**src/rtl/axis_channel_router_if.sv**
```systemverilog
// Handshake and bus bundle for axis_channel_router: command port, AXIS input,
// fanned-out AXIS outputs and status.
interface axis_channel_router_if #(
  parameter int unsigned NUM_CH = 16,
  parameter int unsigned DATA_W = 256,
  parameter int unsigned LEN_W  = 16
);
  logic [NUM_CH-1:0] cmd_mask;
  logic [LEN_W-1:0]  cmd_len;
  logic              cmd_valid;
  logic              cmd_ready;
  logic              abort;
  logic [DATA_W-1:0] s_axis_tdata;
  logic              s_axis_tvalid;
  logic              s_axis_tready;
  logic [DATA_W-1:0] m_axis_tdata;
  logic [NUM_CH-1:0] m_axis_tvalid;
  logic [NUM_CH-1:0] m_axis_tready;
  logic              busy;
  logic [LEN_W-1:0]  beats_left;
  logic              cmd_err;
  logic              cmd_done;

  modport master (
    output cmd_mask, cmd_len, cmd_valid, abort, s_axis_tdata, s_axis_tvalid, m_axis_tready,
    input  cmd_ready, s_axis_tready, m_axis_tdata, m_axis_tvalid, busy, beats_left,
           cmd_err, cmd_done
  );

  modport slave (
    input  cmd_mask, cmd_len, cmd_valid, abort, s_axis_tdata, s_axis_tvalid, m_axis_tready,
    output cmd_ready, s_axis_tready, m_axis_tdata, m_axis_tvalid, busy, beats_left,
           cmd_err, cmd_done
  );
endinterface

```
**src/rtl/axis_channel_router.sv**
```systemverilog
// AXI-Stream fan-out router: forwards a commanded number of input beats to every
// channel in a mask, tracking each channel's handshake independently.
module axis_channel_router #(
  parameter int unsigned NUM_CH = 16,
  parameter int unsigned DATA_W = 256,
  parameter int unsigned LEN_W  = 16
) (
  input logic                  pl_clk,
  input logic                  rst,
  axis_channel_router_if.slave bus
);
  typedef enum logic [1:0] {IDLE, RUN, DRAIN} state_t;

  state_t            state_q, state_d;
  logic [NUM_CH-1:0] mask_q, mask_d;
  logic [NUM_CH-1:0] pend_q, pend_d;
  logic [DATA_W-1:0] data_q, data_d;
  logic [LEN_W-1:0]  left_q, left_d;
  logic              err_q, err_d;
  logic              done_q, done_d;
  logic              pend_next_empty;
  logic              cmd_ready_c;
  logic              in_ready;
  logic              in_hs;

  always_comb begin
    pend_next_empty = ((pend_q & ~bus.m_axis_tready) == '0);
    cmd_ready_c     = (state_q == IDLE) && !bus.abort;
    in_ready        = (state_q == RUN) && (left_q != '0) && pend_next_empty && !bus.abort;
    in_hs           = in_ready && bus.s_axis_tvalid;

    state_d = state_q;
    mask_d  = mask_q;
    pend_d  = pend_q & ~bus.m_axis_tready;
    data_d  = data_q;
    left_d  = left_q;
    err_d   = 1'b0;
    done_d  = 1'b0;

    if (state_q != IDLE && bus.abort) begin
      pend_d  = '0;
      left_d  = '0;
      state_d = IDLE;
      done_d  = 1'b1;
    end else begin
      case (state_q)
        IDLE: begin
          if (bus.cmd_valid && cmd_ready_c) begin
            if (bus.cmd_mask == '0 || bus.cmd_len == '0) begin
              err_d = 1'b1;
            end else begin
              mask_d  = bus.cmd_mask;
              left_d  = bus.cmd_len;
              state_d = RUN;
            end
          end
        end
        RUN: begin
          // A load overrides any per-channel clear of the previous beat.
          if (in_hs) begin
            data_d = bus.s_axis_tdata;
            pend_d = mask_q;
            left_d = left_q - LEN_W'(1);
            if (left_q == LEN_W'(1)) state_d = DRAIN;
          end
        end
        DRAIN: begin
          if (pend_d == '0) begin
            state_d = IDLE;
            done_d  = 1'b1;
          end
        end
        default: state_d = IDLE;
      endcase
    end
  end

  always_ff @(posedge pl_clk or negedge rst) begin
    if (!rst) begin
      state_q <= IDLE;
      mask_q  <= '0;
      pend_q  <= '0;
      data_q  <= '0;
      left_q  <= '0;
      err_q   <= 1'b0;
      done_q  <= 1'b0;
    end else begin
      state_q <= state_d;
      mask_q  <= mask_d;
      pend_q  <= pend_d;
      data_q  <= data_d;
      left_q  <= left_d;
      err_q   <= err_d;
      done_q  <= done_d;
    end
  end

  assign bus.cmd_ready     = cmd_ready_c;
  assign bus.s_axis_tready = in_ready;
  assign bus.m_axis_tdata  = data_q;
  assign bus.m_axis_tvalid = pend_q;
  assign bus.busy          = (state_q != IDLE);
  assign bus.beats_left    = left_q;
  assign bus.cmd_err       = err_q;
  assign bus.cmd_done      = done_q;
endmodule
```
**src/flat_wrapper.sv**
```systemverilog
// flat-port wrapper written by rule: the top's interface ports become plain ports
module axis_channel_router_flat 
#(
  parameter int unsigned NUM_CH = 16,
  parameter int unsigned DATA_W = 256,
  parameter int unsigned LEN_W  = 16
)
  (pl_clk, rst, bus_cmd_mask, bus_cmd_len, bus_cmd_valid, bus_abort, bus_s_axis_tdata, bus_s_axis_tvalid, bus_m_axis_tready, bus_cmd_ready, bus_s_axis_tready, bus_m_axis_tdata, bus_m_axis_tvalid, bus_busy, bus_beats_left, bus_cmd_err, bus_cmd_done);
  axis_channel_router_if #(.NUM_CH(NUM_CH), .DATA_W(DATA_W), .LEN_W(LEN_W)) bus_i ();
  input logic pl_clk;
  input logic rst;
  input wire logic [$bits(bus_i.cmd_mask)-1:0] bus_cmd_mask;
  input wire logic [$bits(bus_i.cmd_len)-1:0] bus_cmd_len;
  input wire logic [$bits(bus_i.cmd_valid)-1:0] bus_cmd_valid;
  input wire logic [$bits(bus_i.abort)-1:0] bus_abort;
  input wire logic [$bits(bus_i.s_axis_tdata)-1:0] bus_s_axis_tdata;
  input wire logic [$bits(bus_i.s_axis_tvalid)-1:0] bus_s_axis_tvalid;
  input wire logic [$bits(bus_i.m_axis_tready)-1:0] bus_m_axis_tready;
  output wire logic [$bits(bus_i.cmd_ready)-1:0] bus_cmd_ready;
  output wire logic [$bits(bus_i.s_axis_tready)-1:0] bus_s_axis_tready;
  output wire logic [$bits(bus_i.m_axis_tdata)-1:0] bus_m_axis_tdata;
  output wire logic [$bits(bus_i.m_axis_tvalid)-1:0] bus_m_axis_tvalid;
  output wire logic [$bits(bus_i.busy)-1:0] bus_busy;
  output wire logic [$bits(bus_i.beats_left)-1:0] bus_beats_left;
  output wire logic [$bits(bus_i.cmd_err)-1:0] bus_cmd_err;
  output wire logic [$bits(bus_i.cmd_done)-1:0] bus_cmd_done;
  assign bus_i.cmd_mask = bus_cmd_mask;
  assign bus_i.cmd_len = bus_cmd_len;
  assign bus_i.cmd_valid = bus_cmd_valid;
  assign bus_i.abort = bus_abort;
  assign bus_i.s_axis_tdata = bus_s_axis_tdata;
  assign bus_i.s_axis_tvalid = bus_s_axis_tvalid;
  assign bus_i.m_axis_tready = bus_m_axis_tready;
  assign bus_cmd_ready = bus_i.cmd_ready;
  assign bus_s_axis_tready = bus_i.s_axis_tready;
  assign bus_m_axis_tdata = bus_i.m_axis_tdata;
  assign bus_m_axis_tvalid = bus_i.m_axis_tvalid;
  assign bus_busy = bus_i.busy;
  assign bus_beats_left = bus_i.beats_left;
  assign bus_cmd_err = bus_i.cmd_err;
  assign bus_cmd_done = bus_i.cmd_done;
  axis_channel_router #(.NUM_CH(NUM_CH), .DATA_W(DATA_W), .LEN_W(LEN_W)) u_core (.pl_clk(pl_clk), .rst(rst), .bus(bus_i));
endmodule
```
**config.mk**
```make
export PLATFORM = sky130hd
export DESIGN_NAME = axis_channel_router_flat
export DESIGN_NICKNAME = d
export VERILOG_FILES = /design/src/rtl/axis_channel_router_if.sv /design/src/rtl/axis_channel_router.sv /design/src/flat_wrapper.sv
export SDC_FILE = /design/constraint.sdc
export NUM_CORES = 1
export LEC_CHECK = 0
export CAP_MARGIN = 20
export CORE_AREA = 2 2 233 235
export CTS_CLUSTER_DIAMETER = 120
export CTS_CLUSTER_SIZE = 16
export DETAILED_ROUTE_END_ITERATION = 7
export DIE_AREA = 0 0 235 237
export DONT_BUFFER_PORTS = 1
export SETUP_SLACK_MARGIN = 0.15
export SYNTH_ARGS = -nofsm -noshare
export SYNTH_HDL_FRONTEND = slang
export SYNTH_SLANG_ARGS = --single-unit
```
**constraint.sdc**
```tcl
create_clock -name pl_clk -period 5.35 [get_ports pl_clk]
set_clock_uncertainty 0.2 [all_clocks]
set_input_delay 1.07 -clock pl_clk [delete_from_list [all_inputs] [get_ports pl_clk]]
set_output_delay 1.07 -clock pl_clk [all_outputs]
set_load 0.01 [all_outputs]
```
==> After elaboration in Yosys (flattened, before gate mapping) <==
Index checks and enable logic that the tools add are counted.
{ "totals": {"ff_bits": 308, "input_bits": 309, "output_inout_bits": 293, "wordCells": 62} }
{ "classes": {"add_sub_neg": 1, "n_eq_ne": 8, "n_mux": 22, "bitwise": 4, "reduce_logical": 20} }
{ "ops": {"columns": ["op", "n"], "rows": [
  ["16-bit two-way mux", 7],
  ["16-bit logical NOT", 3],
  ["16-bit one-hot mux with 2 select lines", 1],
  ["16-bit AND", 1],
  ["16-bit by 1-bit == test with 1-bit output, second input constant", 1],
  ["16-bit NOT", 1],
  ["16-bit nonzero test", 1],
  ["16-bit by 1-bit subtractor with 16-bit output, second input constant", 1],
  ["2-bit two-way mux", 6],
  ["3-bit inequality test, second input constant", 3],
  ["4-bit AND reduction", 2],
  ["1-bit logical AND", 7],
  ["1-bit two-way mux", 7],
  ["2-bit one-hot mux with 3 select lines", 1],
  ["5-bit AND reduction", 1],
  ["3-bit by 1-bit inequality test with 1-bit output, second input constant", 1],
  ["3-bit by 2-bit inequality test with 1-bit output, second input constant", 1],
  ["3-bit AND reduction", 1],
  ["3-bit nonzero test", 1],
  ["2-bit by 1-bit == test with 1-bit output, second input constant", 1],
  ["2-bit == test, second input constant", 1],
  ["2-bit logical NOT", 1],
  ["1-bit NOT", 2],
  ["2-bit nonzero test", 1],
  ["2 further kinds", 2]
]} }

==> Longest topological paths before layout <==
Gate-level depths: netlist of run 1.
{ "depth": {"word_depth": 9, "mapped_depth": 9, "ltp_nobuf": 8} }

==> Least setup slack after synthesis of run 1 <==
Ideal clock, no wire load.
{ "synth_path": {"path_type": "input to output", "start": "in bus_m_axis_tready[7]", "end": "out bus_s_axis_tready", "t_arrival_ps": 2282, "required_ps": 4080, "slack_ps": 1798, "cell_stages": 4, "path_buffers": 0, "cell_sequence": "nand2b_1 -> nand4_1 -> or4_4 -> nor4_1"} }
{ "synth_via": {"elab_chain_len": 5} }
{ "synth_lines": {"columns": ["element", "line", "text"], "rows": [
  ["start: declaration", "flat_wrapper.sv:18", "input wire logic [$bits(bus_i.m_axis_tready)-1:0] bus_m_axis_tready;"],
  ["16-bit NOT", "axis_channel_router.sv:27", "pend_next_empty = ((pend_q & ~bus.m_axis_tready) == '0);"],
  ["16-bit AND", "axis_channel_router.sv:27", null],
  ["16-bit logical NOT", "axis_channel_router.sv:27", null],
  ["1-bit logical AND (2 in series)", "axis_channel_router.sv:29", "in_ready = (state_q == RUN) && (left_q != '0) && pend_next_empty && !bus.abort;"],
  ["end: declaration", "flat_wrapper.sv:20", "output wire logic [$bits(bus_i.s_axis_tready)-1:0] bus_s_axis_tready;"]
]} }
No other way between the ends.

==> Final worst setup path of run 1 <==
Ends and elaborated chain as after synthesis.

==> impl_metrics.tcl, run 1 <==
set metrics [dict create \
    htree_levels 1 \
    fin_crit_ns 3.77 \
    place.gp.congestion 0.819 \
    yosys_warnings 0 \
    port_buffers 0 \
    rrSetupSlack_ns 2.08 \
    dp_hpwl_um 22800 \
    cts_root_buf "clkbuf_16" \
    synthToLayoutAreaGrowth_pct 10.8 \
    synth-seq-area-share_pct 63.1 \
    cp_max_fo 6 \
    first_global_vias 7238 \
    p_leak_nw 5.49 \
    io_pins 602 \
    clk_pin_slew_ns 0.07 \
    final_cell_area_um2 13500 \
    dp_cells 1467 \
    syn-instance-count 805 \
    fp.dieW_um 235 \
    wl_per_cell_um 20.3 \
    maxSlewViolCount 115 \
    cts_tree "yes" \
    end_kind "primary output" \
    synth_common_cells "dfrtp_1, mux2_2, mux2_1" \
    rr_worst_depth 7 \
    die-area_um2 55700 \
    power.density_nw_per_um2 568 \
    synth_nets 1117 \
    violations "slew limit" \
    timing.rr.start "u_core.bus.m_axis_tvalid[12]$_DFF_PN0_" \
    overflow 0 \
    dp_slack_ns 1.43 \
    final_net_count 1109 \
    synth_top_area_share_pct 63.1 \
    drive_above_1_share_pct 35.9 \
    synth_seq_cells 308 \
    irDropWorstVdd_uv 259 \
    crit_type "input port to primary output" \
    core_area_um2 53300 \
    viasPerCell 4.39 \
    critPathArrivalTime_ns 2.50 \
    stdcell_count 1498 \
    rsz0062_at_grt "no" \
    synth.distinct_cells 42 \
    relSlewSlack_pct -14.0 \
    finalHoldViolations 0 \
    clkSinkCount 308 \
    syn_area_per_cell_um2 15.2 \
    cp_top_family "simple AND/OR/NAND/NOR gates" \
    grt_max_degree 306 \
    slowest_stage "or4_4" \
    fin_setup_tns_ns 0 \
    track_usage_pct 10.3 \
    finalWorstSetupSlack_ns 1.58 \
    synth.most_common_cell "dfrtp_1" \
    drcViolationCount 0 \
    clk_latency_ns 0.53 \
    start_util_pct 22.9 \
    synth_flop_cell "dfrtp_1" \
    crit_chain "nand2b_1, nand4_1, or4_4, nor4_1" \
    r2r-end "u_core.bus.m_axis_tdata[2]$_DFFE_PN0P_" \
    rows 85 \
    critPathLaunchType "input port" \
    max-cap-violations 0 \
    first_iter_violations 263 \
    outcome "complete, but fails checks" \
    die_h_um 237 \
    place_area_um2 12900 \
    grt_antenna_before_repair 8 \
    fin_crit_sh_pct 70.5 \
    drt_wl_total_um 30400 \
    grt_pass1_wl_um 45000 \
    utilization_pct 25.4 \
    synth_edf_count 0 \
    first_pass_iters 4 \
    crit_buf_inv 0 \
    dr_total_vias 6574 \
    slowest_delay_ns 0.61 \
    yosysTopAreaCell "dfrtp_1" \
    synthArstFlopShare_pct 100 \
    antenna_left 0 \
    syn_area_um2 12200 \
    setup_violations 0 \
    max_freq_mhz 265 \
    min_path_type "input port to asynchronous set/reset pin" \
    synth.area.top_cells "dfrtp_1, mux2_2, mux2_1, nand2b_1, a21oi_1" \
    clockBufferDepth 3 \
    worst_pin_slew_ns 1.71 \
    cts_made_buffers 23 \
    required_ns 4.08 \
]
-- cells by family (layout without fill, tap and decap cells) --
kind of cell,count (synthesis),after routing,synth area share (%)
AO/OA/AOI/OAI,47,47,2.36
XOR/XNOR,12,12,0.861
adder cells (fa/ha/maj),3,3,0.308
buffers and inverters,44,35,2.24
flip-flops,308,308,63.1
multiplexers,286,286,26.5
other,0,6,0
AND/OR/NAND/NOR,105,105,4.60
-- power breakdown --
group	switching, mW	total [mW]	leakage, nW	internal [mW]
combinational	0.438	1.31	1.49	0.874
sequential	1.44	4.83	3.71	3.40
clock	0.771	1.54	0.290	0.765
-- worst register-to-register path: cells and delay by family (launching register included) --
family        cells  cell delay [ns]
mux               1             0.60
flops             1             0.43
simple gates      4             1.18
buf+inv           2             0.75
-- flip-flops by register name (all words and copies together), names as in the netlist --
register                  cells
u_core.state_q                2
u_core.bus.cmd_done           1
u_core.bus.cmd_err            1
u_core.mask_q                16
u_core.bus.beats_left        16
u_core.bus.m_axis_tvalid     16
u_core.bus.m_axis_tdata     256
-- repair_timing --
item,in CTS,in global routing
gates resized for setup,0,0
buffers inserted,0,0
hold buffers,1,0
hold endpoints to repair,4,0
-- placed cells by master, fill, tap and decap left out, types with 2 or more instances in the layout --
cell and n:
inv_1 4, nor2_1 17, diode_2 6, clkbuf_16 23
ha_1 3, a21oi_1 23, nand2_1 25, mux2_4 4
and3_1 3, nor3_1 5, o211ai_1 2, or3_1 2
nor3b_1 3, mux2_2 249, nor4_1 13, xor2_1 3
buf_12 3, nand2b_1 19, a211oi_1 8, mux2_1 32
dfrtp_1 308, nand4_1 7, buf_4 3, nor2b_1 2
xnor2_1 9, o21ai_0 7, nand3_1 3
-- how the worst max path moves through the flow --
stage / from / to / cells past startpoint / slack [ns]
3_5_place_dp: bus_cmd_len[6] / u_core.bus.beats_left[6]$_DFFE_PN0P_ / 6 / 1.43
3_3_place_gp: bus_cmd_len[6] / u_core.bus.beats_left[5]$_DFFE_PN0P_ / 6 / 1.41
2_1_floorplan: bus_m_axis_tready[7] / bus_s_axis_tready / 4 / 1.80
6_report: bus_m_axis_tready[7] / bus_s_axis_tready / 4 / 1.58
4_1_cts: bus_m_axis_tready[7] / bus_s_axis_tready / 4 / 1.56
5_1_grt: bus_m_axis_tready[7] / bus_s_axis_tready / 4 / 1.49
-- per-stage QoR --
stage	hold WS (ns)	power, mW
finish	0.0390	7.68
global route	0.00544	8.11
CTS	0.00365	7.79
detailed placement	0.293	6.22
global placement	0.294	6.14
floorplan	0.279	5.65
-- per-layer routing --
| metal | part of all wire (%) | wire length [um] | track usage (%) |
|---|---|---|---|
| met1 | 37 | 11200 | 11.7 |
| met2 | 50 | 15200 | 17.2 |
| met4 | 3.5 | 1080 | 4.78 |
| met3 | 9.6 | 2920 | 3.75 |
| met5 | 0.043 | 13 | 0 |
-- cell type report --
type / instances / area (um2)
Multi-Input combinational cell: 453 / 4240
Tap cell: 696 / 871
Antenna cell: 6 / 15.0
Fill cell: 5461 / 39800
Timing Repair Buffer: 7 / 92.6
Inverter: 4 / 15.0
Clock inverter: 1 / 16.3
Sequential cell: 308 / 7710
Clock buffer: 23 / 576
Note: power is estimated with default switching activity, not from simulation.
==> inputs of run 2 (changes only) <==
--- a/config.mk
+++ b/config.mk
@@ -5,6 +5,7 @@
 export SDC_FILE = /design/constraint.sdc
 export NUM_CORES = 1
 export LEC_CHECK = 0
+export ABC_AREA = 1
 export CAP_MARGIN = 20
 export CORE_AREA = 2 2 233 235
 export CTS_CLUSTER_DIAMETER = 120
==> constraint.sdc (replaced) <==
create_clock -name pl_clk -period 3.15 [get_ports pl_clk]
set_clock_uncertainty 0.2 [all_clocks]
set_input_delay 0.63 -clock pl_clk [delete_from_list [all_inputs] [get_ports pl_clk]]
set_output_delay 0.63 -clock pl_clk [all_outputs]
set_load 0.01 [all_outputs]
==> impl_metrics.tcl, run 2 <==
set metrics [dict create \
    multi_input_comb_area_um2 3750 \
    die_h_um 237 \
    grt_max_degree 309 \
    combPwrFrac_pct 25.5 \
    antenna_left 0 \
    drcViolationCount 0 \
    yosysTopAreaCell "dfrtp_1" \
    synthToLayoutAreaGrowth_pct 27.4 \
    required_ns 2.32 \
    synth.distinct_cells 32 \
    grt_pass1_wl_um 58900 \
    fillers 5399 \
    syn_area_per_cell_um2 8.49 \
    power.internal_mw 8.46 \
    swShare_pct 40.7 \
    cts_made_buffers 23 \
    critPathLaunchType "register" \
    violations "hold timing, slew limit" \
    layout_commonest_cell "nand2_1" \
    fin_setup_tns_ns 0 \
    synth_seq_cells 308 \
    synth_common_cells "nand2_1, dfrtp_1, inv_1" \
    synth_nets 1831 \
    cts_root_buf "clkbuf_16" \
    clk_latency_ns 0.57 \
    fin_crit_ns 2.85 \
    first_pass_iters 5 \
    io_pins 602 \
    irDropWorstVdd_uv 437 \
    first_iter_violations 568 \
    synth_top_area_share_pct 59.8 \
    htree_levels 1 \
    wl_per_cell_um 16.4 \
    die-area_um2 55700 \
    largest_reg_flops 256 \
    crit_type "register to primary output" \
    power.density_nw_per_um2 868 \
    grt_antenna_before_repair 1 \
    p_leak_nw 8.52 \
    holdWs_ns -0.406 \
    worst_pin_slew_ns 1.63 \
    overflow 0 \
    drt_wl_total_um 39400 \
    clockBufferDepth 3 \
    rsz0062_at_grt "no" \
    outcome "complete, but fails checks" \
    synth-seq-area-share_pct 59.8 \
    final_net_count 2023 \
    yosys_warnings 0 \
    port_buffers 0 \
    dp_cells 2168 \
    relSlewSlack_pct -8.40 \
    syn_area_um2 12900 \
    critPathArrivalTime_ns 2.02 \
    rows 85 \
    synthArstFlopShare_pct 100 \
    first_global_vias 10600 \
    min_path_type "input port to asynchronous set/reset pin" \
    utilization_pct 30.8 \
    layout_common_cells "nand2_1, dfrtp_1, inv_1" \
    place.gp.congestion 0.850 \
    fp.dieW_um 235 \
    fin_crit_sh_pct 90.5 \
    finalHoldViolations 308 \
    synth_flop_cell "dfrtp_1" \
    drive_above_1_share_pct 3.86 \
    clkSinkCount 308 \
    synth.most_common_cell "nand2_1" \
    dr_total_vias 10500 \
    start_util_pct 24.2 \
    end_kind "primary output" \
    synth.area.top_cells "dfrtp_1, nand2_1, o21ai_1, inv_1, buf_2" \
    synth_edf_count 0 \
    cp_max_fo 5 \
    switching_power_mw 5.80 \
    setup_violations 0 \
    stdcell_count 2409 \
    max-cap-violations 0 \
    finalPower_mw 14.3 \
    seq_area_um2 7710 \
    max_freq_mhz 351 \
    dp_hpwl_um 27100 \
    syn-instance-count 1519 \
    clk_pin_slew_ns 0.08 \
    maxSlewViolCount 91 \
    clock_power_share_pct 19.0 \
    core_area_um2 53300 \
    viasPerCell 4.38 \
    track_usage_pct 13.2 \
    sequentialPowerShare_pct 55.5 \
    cts_tree "yes" \
]
## run 2: worst paths after layout
path | start | to | slack (ns) | cells after the start
worst max-delay path | u_core.bus.beats_left[0]$_DFFE_PN0P_ | bus_s_axis_tready | 0.30 | 6
worst min-delay path | rst | u_core.bus.m_axis_tdata[0]$_DFFE_PN0P_ | -0.41 | 0
worst max register to register | u_core.bus.beats_left[6]$_DFFE_PN0P_ | u_core.bus.m_axis_tdata[70]$_DFFE_PN0P_ | 0.60 | 9
worst min register to register | u_core.mask_q[8]$_DFFE_PN0P_ | u_core.mask_q[8]$_DFFE_PN0P_ | 0.29 | 2
max in group asynchronous | rst | u_core.bus.m_axis_tdata[23]$_DFFE_PN0P_ | 1.86 | 0
min in group pl_clk | bus_s_axis_tdata[204] | u_core.bus.m_axis_tdata[204]$_DFFE_PN0P_ | 0.03 | 2
## run 2: metrics by stage
stage | setup slack [ns] | area (um2)
after floorplan | 0.784 | 12900
after global placement | 0.484 | 13700
after detailed placement | 0.375 | 13700
after CTS | 0.194 | 16400
after global routing | 0.186 | 16400
final | 0.298 | 16400
## run 2: power by group through the flow
stage	combinational [mW]	sequential, mW	clock [mW]
floorplan	2.63	7.41	0
global placement	3.21	7.95	0
detailed placement	3.41	7.95	0
CTS	3.61	7.92	2.84
global route	4.23	8.09	2.97
finish	3.64	7.90	2.71
## run 2: cell families after synthesis
family                     share of synthesized area, %
and+or+nand+nor                                    16.8
buffers and inverters                              11.2
DFF                                                59.8
AOI/OAI and AO/OA                                  11.7
xor gates and xnor gates                          0.272
adders and majority gates                         0.291
## run 2: worst max-delay path, stage by stage (launching register included)
cell and delay [ns]:
dfrtp_1 0.51, inv_1 0.15, ha_1 0.22, nand2_1 0.07, nor2_1 0.05, a21oi_2 0.21
and2_1 0.27
## run 2: metal layers
| metal | global-route usage (%) | part of all wire (%) |
|---|---|---|
| met1 | 14.2 | 37 |
| met2 | 23.0 | 49 |
| met3 | 5.15 | 10 |
| met4 | 6.04 | 4.1 |
| met5 | 0 | 0 |
## run 2: area by class of cell
| class | count | area share (%) |
|---|---|---|
| Clock inverter | 3 | 0.152 |
| Inverter | 294 | 6.73 |
| Tap cell | 696 | 5.30 |
| Antenna cell | 1 | 0.0152 |
| Clock buffer | 23 | 3.50 |
| Multi-Input combinational cell | 849 | 22.8 |
| Sequential cell | 308 | 46.9 |
| Timing Repair Buffer | 235 | 14.5 |
## run 2: what timing repair did
item | CTS | global route
buffers inserted | 0 | 0
setup endpoints to repair | 0 | 21
hold endpoints to repair | 519 | 310
hold buffers | 211 | 2
gates resized for setup | 0 | 3
